===== config.mk =====
export PLATFORM = sky130hd
export DESIGN_NAME = rom_port_arbiter
export DESIGN_NICKNAME = d
export VERILOG_FILES = /design/src/rtl/rom_arb_pkg.sv /design/src/rtl/rom_arb_resp_reg.sv /design/src/rtl/rom_port_arbiter.sv
export SDC_FILE = /design/constraint.sdc
export NUM_CORES = 1
export LEC_CHECK = 0
export CORE_AREA = 2 2 113 115
export DETAILED_ROUTE_END_ITERATION = 6
export DIE_AREA = 0 0 115 117
export PLACE_DENSITY = 0.81
export RECOVER_POWER = 25
export SLEW_MARGIN = 5
export SYNTH_ARGS = -nofsm -noshare
export SYNTH_HDL_FRONTEND = slang
export SYNTH_SLANG_ARGS = --single-unit

===== constraint.sdc =====
create_clock -name clk -period 4.4 [get_ports clk]
set_input_delay 0.66 -clock clk [delete_from_list [all_inputs] [get_ports clk]]
set_output_delay 0.66 -clock clk [all_outputs]
set_load 0.01 [all_outputs]

===== src/rtl/rom_arb_pkg.sv =====
// Shared types and constants for the instruction-ROM port arbiter.
// Latency: none (declarations only).
// Backpressure: none (declarations only).
package rom_arb_pkg;

    // Which requester wins when IF and DM contend in the same cycle
    typedef enum logic {
        PRIO_IF = 1'b0,
        PRIO_DM = 1'b1
    } owner_t;

    // Width of the consecutive-IF-grant counter; MAX_IF_STREAK must fit in it
    localparam int STREAK_W = 4;

    // Bit positions in the per-port grant vector
    localparam int IF_PORT = 0;
    localparam int DM_PORT = 1;

endpackage


===== src/rtl/rom_arb_resp_reg.sv =====
// Per-port response register: captures ROM data on a grant and presents it next cycle.
// Latency: 1 cycle from load to o_vld/o_dat.
// Backpressure: none; i_flush suppresses the pending pulse and keeps the last committed data.
module rom_arb_resp_reg #(
    parameter int DATA_WIDTH = 32
) (
    input  logic                  clk,
    input  logic                  rst_n,
    input  logic                  i_load,
    input  logic                  i_flush,
    input  logic [DATA_WIDTH-1:0] i_dat,
    output logic                  o_vld,
    output logic [DATA_WIDTH-1:0] o_dat
);

    logic                  r_vld;
    logic [DATA_WIDTH-1:0] r_cap;
    logic [DATA_WIDTH-1:0] r_out;
    logic                  w_commit;

    // A captured word becomes visible only if it is not flushed in its delivery cycle;
    // otherwise the consumer keeps seeing the last word it actually accepted.
    assign w_commit = r_vld & ~i_flush;
    assign o_vld    = w_commit;
    assign o_dat    = w_commit ? r_cap : r_out;

    // Capture on load, and remember the delivered word so a flush can fall back to it
    always_ff @(posedge clk or negedge rst_n) begin
        if (!rst_n) begin
            r_vld <= 1'b0;
            r_cap <= '0;
            r_out <= '0;
        end else begin
            r_vld <= i_load;
            if (i_load) begin
                r_cap <= i_dat;
            end
            if (w_commit) begin
                r_out <= r_cap;
            end
        end
    end

endmodule


===== src/rtl/rom_port_arbiter.sv =====
// Shares one combinational-read ROM between instruction fetch (IF) and data loads (DM).
// Latency: grant is combinational; read data and rvalid appear the cycle after the grant.
// Backpressure: requesters hold req/addr until gnt; IF is favoured but DM is forced through after MAX_IF_STREAK IF grants.
module rom_port_arbiter
    import rom_arb_pkg::*;
#(
    parameter int DATA_WIDTH    = 32,
    parameter int ADDR_WIDTH    = 10,
    parameter int MAX_IF_STREAK = 4
) (
    input  logic                  clk,
    input  logic                  rst_n,
    input  logic                  if_req,
    input  logic [ADDR_WIDTH-1:0] if_addr,
    output logic                  if_gnt,
    input  logic                  if_flush,
    output logic                  if_rvalid,
    output logic [DATA_WIDTH-1:0] if_rdata,
    input  logic                  dm_req,
    input  logic [ADDR_WIDTH-1:0] dm_addr,
    output logic                  dm_gnt,
    output logic                  dm_rvalid,
    output logic [DATA_WIDTH-1:0] dm_rdata,
    output logic [ADDR_WIDTH-1:0] rom_a,
    input  logic [DATA_WIDTH-1:0] rom_rd
);

    localparam logic [STREAK_W-1:0] LP_STREAK_LAST = STREAK_W'(MAX_IF_STREAK - 1);
    localparam logic [STREAK_W-1:0] LP_STREAK_SAT  = {STREAK_W{1'b1}};

    owner_t                r_owner;
    owner_t                w_owner_nxt;
    logic [STREAK_W-1:0]   r_streak;
    logic [STREAK_W-1:0]   w_streak_nxt;
    logic [ADDR_WIDTH-1:0] r_last_addr;
    logic [ADDR_WIDTH-1:0] w_rom_a;
    logic [1:0]            w_gnt;

    // Grant: DM wins when it owns priority or IF is idle; grants are held off during reset
    always_comb begin
        w_gnt = '0;
        if (rst_n) begin
            if (dm_req && ((r_owner == PRIO_DM) || !if_req)) begin
                w_gnt[DM_PORT] = 1'b1;
            end else if (if_req) begin
                w_gnt[IF_PORT] = 1'b1;
            end
        end
    end

    assign if_gnt = w_gnt[IF_PORT];
    assign dm_gnt = w_gnt[DM_PORT];

    // ROM address follows the granted port, otherwise parks on the last granted address
    always_comb begin
        w_rom_a = r_last_addr;
        if (w_gnt[IF_PORT]) begin
            w_rom_a = if_addr;
        end else if (w_gnt[DM_PORT]) begin
            w_rom_a = dm_addr;
        end
    end

    assign rom_a = w_rom_a;

    // Owner next state: hand priority to DM once IF has used up its streak against a waiting DM
    always_comb begin
        w_owner_nxt = r_owner;
        case (r_owner)
            PRIO_IF: begin
                if (w_gnt[IF_PORT] && dm_req && (r_streak == LP_STREAK_LAST)) begin
                    w_owner_nxt = PRIO_DM;
                end
            end
            PRIO_DM: begin
                // Either DM got its slot or it withdrew; both return priority to IF
                if (w_gnt[DM_PORT] || !dm_req) begin
                    w_owner_nxt = PRIO_IF;
                end
            end
            default: w_owner_nxt = PRIO_IF;
        endcase
    end

    // Streak counts IF grants that made DM wait; any DM grant or DM idle cycle resets it
    always_comb begin
        w_streak_nxt = r_streak;
        if (w_gnt[DM_PORT] || !dm_req) begin
            w_streak_nxt = '0;
        end else if (w_gnt[IF_PORT] && (r_streak != LP_STREAK_SAT)) begin
            w_streak_nxt = r_streak + 1'b1;
        end
    end

    // Arbitration state and parked ROM address
    always_ff @(posedge clk or negedge rst_n) begin
        if (!rst_n) begin
            r_owner     <= PRIO_IF;
            r_streak    <= '0;
            r_last_addr <= '0;
        end else begin
            r_owner  <= w_owner_nxt;
            r_streak <= w_streak_nxt;
            if (|w_gnt) begin
                r_last_addr <= w_rom_a;
            end
        end
    end

    rom_arb_resp_reg #(
        .DATA_WIDTH (DATA_WIDTH)
    ) u_if_resp (
        .clk     (clk),
        .rst_n   (rst_n),
        .i_load  (w_gnt[IF_PORT]),
        .i_flush (if_flush),
        .i_dat   (rom_rd),
        .o_vld   (if_rvalid),
        .o_dat   (if_rdata)
    );

    rom_arb_resp_reg #(
        .DATA_WIDTH (DATA_WIDTH)
    ) u_dm_resp (
        .clk     (clk),
        .rst_n   (rst_n),
        .i_load  (w_gnt[DM_PORT]),
        .i_flush (1'b0),
        .i_dat   (rom_rd),
        .o_vld   (dm_rvalid),
        .o_dat   (dm_rdata)
    );

endmodule


==> impl_summary.log, run 1 <==
INFO  metric rows = 41
INFO  metric mappedNetlistNets = 416
INFO  metric yosysWarnings = 0
INFO  metric hold_violations = 0
INFO  metric async_flop_share = 1.00
INFO  metric dr.first_iter.drc_count = roughly 160
INFO  metric cts_tree = built
INFO  metric yosys.area.top_type = sky130_fd_sc_hd__dfrtp_1
INFO  metric setup-violations-final = 0
INFO  metric globalRouteOverflowTotal = 0
INFO  metric globalRouteTotalUtil = 0.188
INFO  metric route.detailed.vias_per_inst = around 5.1
INFO  metric final_layout_size_suffix_gt1_frac = 0.311
INFO  metric netlist_top_cells_area = sky130_fd_sc_hd__dfrtp_1 63%, sky130_fd_sc_hd__mux2_2 16%, sky130_fd_sc_hd__mux2_4 12%
INFO  metric cts_htree_levels = 4
INFO  metric cts-buffers-inserted = 17
INFO  metric timing.critical_path.to_type = output pin
INFO  metric cap_violations = 2
INFO  metric die_extent_in_x = 115 µm
INFO  metric postCtsSetupRepairBufs = 0
INFO  metric post-route-worst-setup-slack = 0.917 ns
INFO  metric grtUsageMet1 = 0.232
INFO  metric synth_enable_flop_cells = 0
INFO  metric syn_area_per_cell = between 15 and 20 µm²
INFO  metric setup_repair_after_global_routing_missed_its_margin = no
INFO  metric synthesis.area = 0.00578 mm²
INFO  metric dpl.hpwl = 7.80 mm
INFO  metric post_cts_resize_count = 0
INFO  metric areaGrowthSynthToFinish = 35.2%
INFO  metric drtPass1Iterations = 4
INFO  metric via_count_of_the_first_global_routing_pass = 3631
INFO  metric failed_checks = capacitance limit, slew limit
INFO  metric netlist.area_leader.share = 0.628
INFO  metric worst_path_max_delay_cell = sky130_fd_sc_hd__dfrtp_1
INFO  metric yosysMostFrequentCell = sky130_fd_sc_hd__dfrtp_1
INFO  metric totalWireLength = 11.9 mm
INFO  metric grt_util_met2 = 0.314
INFO  metric grt_pass1_wl = 18.9 mm
INFO  metric power_density = roughly 530 mW/mm²
INFO  metric drv_slew = 99
INFO  metric core_region_area = 0.0123 mm²
INFO  metric hold_buffers = 0
INFO  metric num_io_pins = 135
INFO  metric cp-start-kind = register
INFO  metric timing.critical_path.cells = mux2_2 > clkdlybuf4s50_1
INFO  metric fp.dieArea = around 0.013 mm²
INFO  metric cts.path.max_buffers = 2
INFO  metric globalplace.congestion = 0.766
INFO  metric clock-sinks = ~150
INFO  metric netlist_instances = 358
INFO  metric gr-usage-met3 = 0.0525
INFO  metric num_antenna_cells = 0
INFO  metric port_buffers = ~130
INFO  metric antenna_left = 0
INFO  metric vias = 3366
INFO  metric setup_tns = 0 ns
INFO  metric clk_latency = 0.41 ns
INFO  metric timing.hold.worst.class = in -> async
INFO  metric pre_cts_ws = roughly 1.0 ns
INFO  metric nets = 556
INFO  metric area_used_by_sequential_logic_in_the_layout = 0.00363 mm²
INFO  metric largest_net_degree_at_the_start_of_global_routing = 81
INFO  metric fill_cells = 942
INFO  metric cp.required = approximately 3.7 ns
INFO  metric dieHeight = roughly 120 µm
INFO  metric ys_ff_latch = approximately 150
INFO  metric worstPathArrival = between 2 and 3 ns
INFO  metric layout.core_utilization = 0.635
INFO  metric p_leak = 3.42 nW
INFO  metric max-vdd-ir-drop = 0.000289 V
INFO  metric multi_input_area = 0.00202 mm²
INFO  metric initial_core_util = 0.470
INFO  metric clock_skew = 0.00665 ns
INFO  metric final_design_area_no_fill = around 0.0078 mm²
INFO  metric clk_pin_slew = 0.06 ns
INFO  metric avgRoutedWirePerCell = 18.1 µm
INFO  metric synth-seq-area-share = 0.628
INFO  metric postSynth.topFlopCell = sky130_fd_sc_hd__dfrtp_1
INFO  metric period_share = 0.792
INFO  metric cts-root-buf = sky130_fd_sc_hd__clkbuf_16
INFO  metric worst_pin_slew = between 1.5 and 2 ns
INFO  metric critPathMaxFanout = 33
INFO  metric grt.busiest_layer = met2
INFO  metric yosysUniqueCellTypes = 25
INFO  metric path_class = reg -> out
INFO  metric netlist_top_cells_count = 145 x sky130_fd_sc_hd__dfrtp_1, 82 x sky130_fd_sc_hd__mux2_2, 46 x sky130_fd_sc_hd__mux2_4
INFO  metric critical_path.n_buffers_inverters = 1
INFO  metric placedInstanceArea = approximately 0.0072 mm²
INFO  metric drcViolationCount = 0
INFO  metric period_minus_slack = 3.48 ns
INFO  metric timing.critical_path.max_delay_family = flip-flops
INFO  metric slew_headroom = -0.0905
INFO  metric run_status = finished with violations
INFO  metric number_of_antenna_violations_at_the_first_check_in_global_routing = 0
INFO  metric cp_peak_stage_delay = approximately 1.4 ns
INFO  metric max_freq = 287 MHz
[cell families (layout without fill, tap and decap cells)]
| family | Yosys count | in the layout | share of synthesized area |
|---|---|---|---|
| AND/OR/NAND/NOR | 48 | 48 | 0.0370 |
| adder cells (fa/ha/maj) | 1 | 1 | 0.00216 |
| multiplexers | 128 | 128 | 0.279 |
| flip-flops | 145 | 145 | 0.628 |
| XOR/XNOR | 1 | 1 | 0.00152 |
| AO/OA/AOI/OAI | 16 | 16 | 0.0281 |
| buffers and inverters | 19 | 172 | 0.0245 |
[flip-flops by register name (all words and copies together) (netlist names)]
signal           cells
r_last_addr         10
r_owner              1
r_streak             4
u_dm_resp.r_cap     32
u_dm_resp.r_out     32
u_dm_resp.r_vld      1
u_if_resp.r_cap     32
u_if_resp.r_out     32
u_if_resp.r_vld      1
[worst paths after layout]
kind	start	endpoint	slack, ns	depth (start not counted)
hold / removal	rst_n	r_owner	0.25	1
hold reg to reg	r_last_addr[4]	r_last_addr[4]	0.48	2
min in group clk	r_last_addr[4]	r_last_addr[4]	0.48	2
setup / recovery	u_dm_resp.r_vld	dm_rdata[28]	0.92	2
max in group asynchronous	rst_n	u_dm_resp.r_cap[15]	1.35	3
setup reg to reg	r_owner	u_dm_resp.r_cap[31]	2.29	4
[routing by layer]
layer | wire length [µm] | up-vias
met1 | 5180 | 1731
met5 | 0 | -
li1 | - | 1536
met4 | 209 | 0
met3 | 492 | 20
met2 | 6060 | 79
[worst reg2reg max path, delay by kind of cell (launching register included)]
family	cells	cell delay [ns]
simple gates	2	0.73
mux	1	0.39
flops	1	0.36
buf+inv	1	0.51
[where the power goes]
group / internal [W] / total [W] / switching, W
Combinational: 0.000620 / 0.00100 / 0.000382
Sequential: 0.00162 / 0.00173 / 0.000108
Clock: 0.000889 / 0.00142 / 0.000530
[cell type report]
cell class	count	area share
clock buffer	22	0.0620
clock inverter	10	0.0138
inverter	1	0.000480
multi-input combinational	194	0.259
sequential	145	0.464
tap	150	0.0240
timing repair buffer	139	0.177
[metrics by stage]
| step | instances | hold slack (ns) | total power (W) |
|---|---|---|---|
| floorplan | 358 | 0.364 | 0.00222 |
| global placement | 629 | 0.465 | 0.00274 |
| detailed placement | 629 | 0.469 | 0.00277 |
| CTS | 661 | 0.0329 | 0.00421 |
| global route | 661 | 0.241 | 0.00434 |
| finish | 661 | 0.249 | 0.00415 |
[placed cells by master, fill, tap and decap left out, types with 2 or more instances in the layout]
master,n
sky130_fd_sc_hd__nand3_1,3
sky130_fd_sc_hd__mux2_1,19
sky130_fd_sc_hd__bufinv_16,2
sky130_fd_sc_hd__clkbuf_8,4
sky130_fd_sc_hd__clkbuf_1,2
sky130_fd_sc_hd__clkbuf_16,17
sky130_fd_sc_hd__buf_4,3
sky130_fd_sc_hd__clkdlybuf4s50_1,133
sky130_fd_sc_hd__dfrtp_1,145
sky130_fd_sc_hd__a21oi_1,3
sky130_fd_sc_hd__mux2_4,46
sky130_fd_sc_hd__clkinvlp_4,3
sky130_fd_sc_hd__a22oi_2,10
sky130_fd_sc_hd__mux2_2,63
sky130_fd_sc_hd__clkinv_2,5
sky130_fd_sc_hd__nor2_1,2
sky130_fd_sc_hd__nand2_1,34
No activity file was read; power rests on OpenSTA's default activity.
==> inputs of run 2 (changes only) <==
--- a/config.mk
+++ b/config.mk
@@ -5,10 +5,10 @@
 export SDC_FILE = /design/constraint.sdc
 export NUM_CORES = 1
 export LEC_CHECK = 0
-export CORE_AREA = 2 2 113 115
+export CORE_AREA = 2 2 117 119
 export DETAILED_ROUTE_END_ITERATION = 6
-export DIE_AREA = 0 0 115 117
-export PLACE_DENSITY = 0.81
+export DIE_AREA = 0 0 119 121
+export PLACE_DENSITY = 0.8
 export RECOVER_POWER = 25
 export SLEW_MARGIN = 5
 export SYNTH_ARGS = -nofsm -noshare
==> constraint.sdc (replaced) <==
create_clock -name clk -period 3.2 [get_ports clk]
set_input_delay 0.48 -clock clk [delete_from_list [all_inputs] [get_ports clk]]
set_output_delay 0.48 -clock clk [all_outputs]
set_load 0.01 [all_outputs]
==> impl_summary.log, run 2 (synthesis results as in run 1) <==
INFO  metric nets = 562 (+1.1%)
INFO  metric clk_latency = 0.42 ns (about the same)
INFO  metric power_density = 728 mW/mm² (+37%)
INFO  metric rows = 42 (+2.4%)
INFO  metric slew_headroom = 0.309 (+0.399)
INFO  metric drtPass1Iterations = 4 (unchanged)
INFO  metric cap_violations = 0 (-2)
INFO  metric route.detailed.vias_per_inst = 4.98 (-2.2%)
INFO  metric antenna_left = 0 (unchanged)
INFO  metric num_antenna_cells = 0 (unchanged)
INFO  metric cts.path.max_buffers = 2 (unchanged)
INFO  metric globalRouteOverflowTotal = 0 (unchanged)
INFO  metric max-vdd-ir-drop = 0.000492 V (+70%)
INFO  metric critPathMaxFanout = 14 (-58%)
INFO  metric globalRouteTotalUtil = 0.181 (-0.00666)
INFO  metric totalWireLength = 12.0 mm (+0.41%)
INFO  metric cts_tree = built
INFO  metric pre_cts_ws = 0.480 ns (-0.549 ns)
INFO  metric drv_slew = 0 (-100%)
INFO  metric clock_skew = 0.0100 ns (+0.00335 ns)
INFO  metric areaGrowthSynthToFinish = 36.3%
INFO  metric clock-sinks = 145 (unchanged)
INFO  metric grt_pass1_wl = 20.0 mm (+5.9%)
INFO  metric largest_net_degree_at_the_start_of_global_routing = 85 (+4.9%)
INFO  metric num_io_pins = 135 (unchanged)
INFO  metric cp-start-kind = register
INFO  metric hold_buffers = 1 (+1)
INFO  metric timing.critical_path.to_type = output pin
INFO  metric setup_tns = 0 ns (unchanged)
INFO  metric clk_pin_slew = 0.06 ns (about the same)
INFO  metric cts-buffers-inserted = 17 (unchanged)
INFO  metric setup_repair_after_global_routing_missed_its_margin = no
INFO  metric dr.first_iter.drc_count = 198 (+21%)
INFO  metric cts_htree_levels = 4 (unchanged)
INFO  metric globalplace.congestion = 0.699 (-8.7%)
INFO  metric port_buffers = 134 (unchanged)
INFO  metric vias = 3446 (+2.4%)
INFO  metric core_region_area = 0.0131 mm² (+6.3%)
INFO  metric layout.core_utilization = 0.602 (-0.0325)
INFO  metric post-route-worst-setup-slack = 0.282 ns (-0.635 ns)
INFO  metric layout.cells.most_common = sky130_fd_sc_hd__dfrtp_1
INFO  metric timing.hold.worst.class = reg -> reg
INFO  metric postCtsSetupRepairBufs = 0 (unchanged)
INFO  metric placedInstanceArea = 0.00729 mm² (+0.80%)
INFO  metric die_extent_in_x = 119 µm (+3.5%)
INFO  metric fp.dieArea = 0.0144 mm² (+7.0%)
INFO  metric final_layout_size_suffix_gt1_frac = 0.256 (-0.0553)
INFO  metric worstPathArrival = 2.44 ns (-0.38 ns)
INFO  metric setup-violations-final = 0 (unchanged)
INFO  metric max_freq = 343 MHz
INFO  metric layout_common_cells = 145 x sky130_fd_sc_hd__dfrtp_1, 132 x sky130_fd_sc_hd__clkdlybuf4s50_1, 46 x sky130_fd_sc_hd__mux2_1, 46 x sky130_fd_sc_hd__mux2_4, 36 x sky130_fd_sc_hd__mux2_2
INFO  metric via_count_of_the_first_global_routing_pass = 3887 (+7.1%)
INFO  metric period_share = 0.912
INFO  metric p_leak = 3.47 nW (+1.4%)
INFO  metric cp.required = 2.72 ns (-1.02 ns)
INFO  metric dieHeight = 121 µm (+3.4%)
INFO  metric run_status = complete, no violations
INFO  metric worst_hold_slack = 0.481 ns (+0.232 ns)
INFO  metric final_design_area_no_fill = 0.00788 mm² (+0.83%)
INFO  metric fill_cells = 1003 (+6.5%)
INFO  metric worst_pin_slew = 1.04 ns (-0.599 ns)
INFO  metric dpl.hpwl = 7.99 mm (+2.5%)
INFO  metric number_of_antenna_violations_at_the_first_check_in_global_routing = 0 (unchanged)
INFO  metric post_cts_resize_count = 0 (unchanged)
INFO  metric period_minus_slack = 2.92 ns
INFO  metric path_class = reg -> out
INFO  metric drcViolationCount = 0 (unchanged)
INFO  metric initial_core_util = 0.442 (-0.0278)
INFO  metric hold_violations = 0 (unchanged)
INFO  metric cts-root-buf = sky130_fd_sc_hd__clkbuf_16
INFO  metric avgRoutedWirePerCell = 17.3 µm (-4.1%)
[run 2: changes by cell type in the layout (fill, tap and decap cells not counted), sizes merged]
cell	delta
buf	+7
clkbuf	-3
dlygate4sd3	+2
bufinv	+1
clkdlybuf4s50	-1
clkinvlp	-1
[run 2: metal layers]
layer | share of wire | vias to the layer above | track usage
met5 | 0 | - | 0
met4 | 0.0087 | 0 | 0.0632
met3 | 0.049 | 10 | 0.0634
met2 | 0.52 | 104 | 0.295
met1 | 0.43 | 1791 | 0.225
li1 | - | 1541 | -
[run 2: through the flow]
stage	cells	total power, W
2_1_floorplan	358	0.00305
3_3_place_gp	660	0.00376
3_5_place_dp	660	0.00382
4_1_cts	692	0.00586
5_1_grt	692	0.00601
6_report	692	0.00574
[run 2: path summary, 6_finish.rpt]
check / start / end / slack, ns / cells past startpoint
worst min-delay path: u_if_resp.r_out[31] / u_if_resp.r_out[31] / 0.48 / 1
max in group asynchronous: rst_n / u_dm_resp.r_cap[18] / 0.83 / 4
min in group asynchronous: rst_n / r_last_addr[5] / 0.51 / 2
worst max register to register: r_owner / u_if_resp.r_cap[6] / 1.29 / 4
worst max-delay path: u_dm_resp.r_vld / dm_rdata[7] / 0.28 / 3
worst min register to register: u_if_resp.r_out[31] / u_if_resp.r_out[31] / 0.48 / 1
[run 2: area by class of cell]
| type | instances | area, µm² | area share |
|---|---|---|---|
| well taps | 176 | 220 | 0.0279 |
| clock inverters | 10 | 134 | 0.0170 |
| flip-flops and latches | 145 | 3630 | 0.460 |
| repair buffers | 145 | 1430 | 0.181 |
| multi-input cells | 194 | 2000 | 0.253 |
| clock buffers | 21 | 470 | 0.0597 |
| inverters | 1 | 3.75 | 0.000476 |
[run 2: where the power goes]
| group | internal [W] | leakage, nW | switching [W] |
|---|---|---|---|
| sequential | 0.00223 | 1.74 | 0.000143 |
| clock | 0.00128 | 0.295 | 0.000732 |
| combinational | 0.000831 | 1.44 | 0.000528 |
| total | 0.00434 | 3.47 | 0.00140 |
[run 2: critical path: stages (launching register included)]
cell and delay, ns:
sky130_fd_sc_hd__dfrtp_1 0.79, sky130_fd_sc_hd__buf_4 0.35, sky130_fd_sc_hd__mux2_1 0.39, sky130_fd_sc_hd__clkdlybuf4s50_1 0.50
==> inputs of run 3 (changes only) <==
--- a/config.mk
+++ b/config.mk
@@ -8,7 +8,7 @@
 export CORE_AREA = 2 2 117 119
 export DETAILED_ROUTE_END_ITERATION = 6
 export DIE_AREA = 0 0 119 121
-export PLACE_DENSITY = 0.8
+export PLACE_DENSITY = 0.71
 export RECOVER_POWER = 25
 export SLEW_MARGIN = 5
 export SYNTH_ARGS = -nofsm -noshare
==> impl_summary.log, run 3 (synthesis results as in run 1) <==
INFO  metric num_io_pins = 135 (unchanged)
INFO  metric layout_common_cells = 145 x sky130_fd_sc_hd__dfrtp_1, 132 x sky130_fd_sc_hd__clkdlybuf4s50_1, 46 x sky130_fd_sc_hd__mux2_4, 45 x sky130_fd_sc_hd__mux2_2, 37 x sky130_fd_sc_hd__mux2_1
INFO  metric cts.path.max_buffers = 2 (unchanged)
INFO  metric fp.dieArea = 0.0144 mm² (unchanged)
INFO  metric post_layout_total_power = 0.00570 W (-0.69%)
INFO  metric max_freq = 330 MHz (-3.6%)
INFO  metric drcViolationCount = 0 (unchanged)
INFO  metric num_antenna_cells = 0 (unchanged)
INFO  metric via_count_of_the_first_global_routing_pass = 3705 (-4.7%)
INFO  metric hold_violations = 0 (unchanged)
INFO  metric areaGrowthSynthToFinish = 36.2% (about the same)
INFO  metric cts-buffers-inserted = 17 (unchanged)
INFO  metric rows = 42 (unchanged)
INFO  metric clk_pin_slew = 0.06 ns (about the same)
INFO  metric placedInstanceArea = 0.00729 mm² (about the same)
INFO  metric path_class = in -> out
INFO  metric timing.hold.worst.class = reg -> reg
INFO  metric setup_tns = 0 ns (unchanged)
INFO  metric postCtsSetupRepairBufs = 0 (unchanged)
INFO  metric drtPass1Iterations = 4 (unchanged)
INFO  metric clock-sinks = 145 (unchanged)
INFO  metric final_design_area_no_fill = 0.00788 mm² (about the same)
INFO  metric worstPathArrival = 2.55 ns (+0.11 ns)
INFO  metric grt_pass1_wl = 19.3 mm (-3.2%)
INFO  metric critPathMaxFanout = 41 (+27)
INFO  metric die_extent_in_x = 119 µm (unchanged)
INFO  metric vias = 3410 (-1.0%)
INFO  metric setup-violations-final = 0 (unchanged)
INFO  metric port_buffers = 134 (unchanged)
INFO  metric dieHeight = 121 µm (unchanged)
INFO  metric period_share = 0.946 (+0.0345)
INFO  metric clock_skew = 0.00595 ns (-0.00405 ns)
INFO  metric run_status = complete, no violations
INFO  metric p_leak = 3.45 nW (-0.44%)
INFO  metric clk_latency = 0.42 ns (about the same)
INFO  metric period_minus_slack = 3.03 ns (+0.110 ns)
INFO  metric nets = 560 (-0.36%)
INFO  metric cts-root-buf = sky130_fd_sc_hd__clkbuf_16
INFO  metric cap_violations = 0 (unchanged)
INFO  metric final_layout_size_suffix_gt1_frac = 0.278 (+0.0224)
INFO  metric dpl.hpwl = 7.84 mm (-1.9%)
INFO  metric power_density = 724 mW/mm² (-0.63%)
INFO  metric layout.cells.most_common = sky130_fd_sc_hd__dfrtp_1
INFO  metric route.detailed.vias_per_inst = 4.94 (-0.76%)
INFO  metric number_of_antenna_violations_at_the_first_check_in_global_routing = 0 (unchanged)
INFO  metric timing.critical_path.cells = dlygate4sd3_1 > buf_6 > and3_2 > nand2_1 > nand2_1 > clkdlybuf4s50_1
INFO  metric reg2reg_slack = 1.22 ns (-0.07 ns)
INFO  metric max-vdd-ir-drop = 0.000358 V (-27%)
INFO  metric globalplace.congestion = 0.780 (+12%)
INFO  metric critical_path.n_buffers_inverters = 3 (+1)
INFO  metric timing.critical_path.to_type = output pin
INFO  metric core_region_area = 0.0131 mm² (unchanged)
INFO  metric worst_pin_slew = 0.755 ns (-0.282 ns)
INFO  metric timing.critical_path.max_delay_family = buffers and inverters
INFO  metric cp_peak_stage_delay = 0.56 ns (-0.23 ns)
INFO  metric post-route-worst-setup-slack = 0.172 ns (-0.110 ns)
INFO  metric slew_headroom = 0.496 (+0.188)
INFO  metric pre_cts_ws = 0.499 ns (+0.0188 ns)
INFO  metric critical-path-top-cell-by-count = sky130_fd_sc_hd__nand2_1
INFO  metric cp-start-kind = primary input
INFO  metric totalWireLength = 12.1 mm (+0.73%)
INFO  metric dr.first_iter.drc_count = 122 (-38%)
INFO  metric setup_repair_after_global_routing_missed_its_margin = no
INFO  metric avgRoutedWirePerCell = 17.5 µm (+1.0%)
INFO  metric cts_htree_levels = 4 (unchanged)
INFO  metric antenna_left = 0 (unchanged)
INFO  metric largest_net_degree_at_the_start_of_global_routing = 62 (-27%)
INFO  metric cts_tree = built
INFO  metric cp.required = 2.72 ns (about the same)
INFO  metric worst_path_max_delay_cell = sky130_fd_sc_hd__clkdlybuf4s50_1
INFO  metric drv_slew = 0 (unchanged)
INFO  metric initial_core_util = 0.442 (unchanged)
INFO  metric fill_cells = 992 (-1.1%)
INFO  metric globalRouteOverflowTotal = 0 (unchanged)
INFO  metric globalRouteTotalUtil = 0.176 (-0.00484)
run 3: changes by cell type in the layout (fill, tap and decap cells not counted):
cell / before / now
sky130_fd_sc_hd__mux2_1: 46 / 37
sky130_fd_sc_hd__mux2_2: 36 / 45
sky130_fd_sc_hd__a22oi_1: 5 / 0
sky130_fd_sc_hd__a22oi_2: 5 / 10
sky130_fd_sc_hd__buf_4: 10 / 7
sky130_fd_sc_hd__clkinv_2: 4 / 7
sky130_fd_sc_hd__clkbuf_8: 3 / 1
sky130_fd_sc_hd__buf_12: 0 / 1
sky130_fd_sc_hd__clkinvlp_4: 2 / 1
sky130_fd_sc_hd__nor2b_1: 1 / 2
sky130_fd_sc_hd__nor2b_4: 1 / 0
run 3: metal layers:
layer	routed length, µm	share of wire	global-route usage
met1	5390	0.45	0.217
met2	6010	0.50	0.290
met3	505	0.042	0.0611
met4	176	0.015	0.0618
met5	0	0	0
run 3: worst paths after layout:
check                               start  cells after the start                   to
max                                 rst_n                      6             rom_a[0]
min                        r_last_addr[5]                      2       r_last_addr[5]
max reg2reg                       r_owner                      4   u_dm_resp.r_cap[0]
min reg2reg                r_last_addr[5]                      2       r_last_addr[5]
max in group asynchronous           rst_n                      3          r_streak[1]
min in group asynchronous           rst_n                      2  u_if_resp.r_out[15]
run 3: layout make-up:
class,instances,area (µm²),share of cell area
flip-flops and latches,145,3630,0.461
multi-input cells,194,2010,0.256
repair buffers,143,1430,0.181
clock buffers,19,443,0.0562
well taps,176,220,0.0280
clock inverters,12,141,0.0180
inverters,1,3.75,0.000477
run 3: worst reg2reg max path, delay by kind of cell (launching register included):
kind	cells	cell delay [ns]
multiplexers	1	0.42
AND/OR/NAND/NOR	2	0.47
buffers and inverters	1	0.61
flip-flops	1	0.36
run 3: metrics by stage:
stage / util / std cells / hold WS, ns
floorplan: - / 358 / 0.184
global placement: 0.557 / 658 / 0.409
detailed placement: 0.557 / 658 / 0.409
CTS: 0.603 / 690 / 0.482
global route: 0.602 / 690 / 0.491
finish: 0.602 / 690 / 0.479
run 3: where the power goes:
group          internal (W)  total, W  switching (W)
sequential          0.00223   0.00236       0.000138
combinational      0.000841   0.00137       0.000531
clock               0.00123   0.00196       0.000731
total               0.00430   0.00570        0.00140
run 3: repair_timing:
item,4_1_cts,5_1_grt
hold buffers,1,0
hold endpoints to repair,34,0
gates resized for setup,0,0
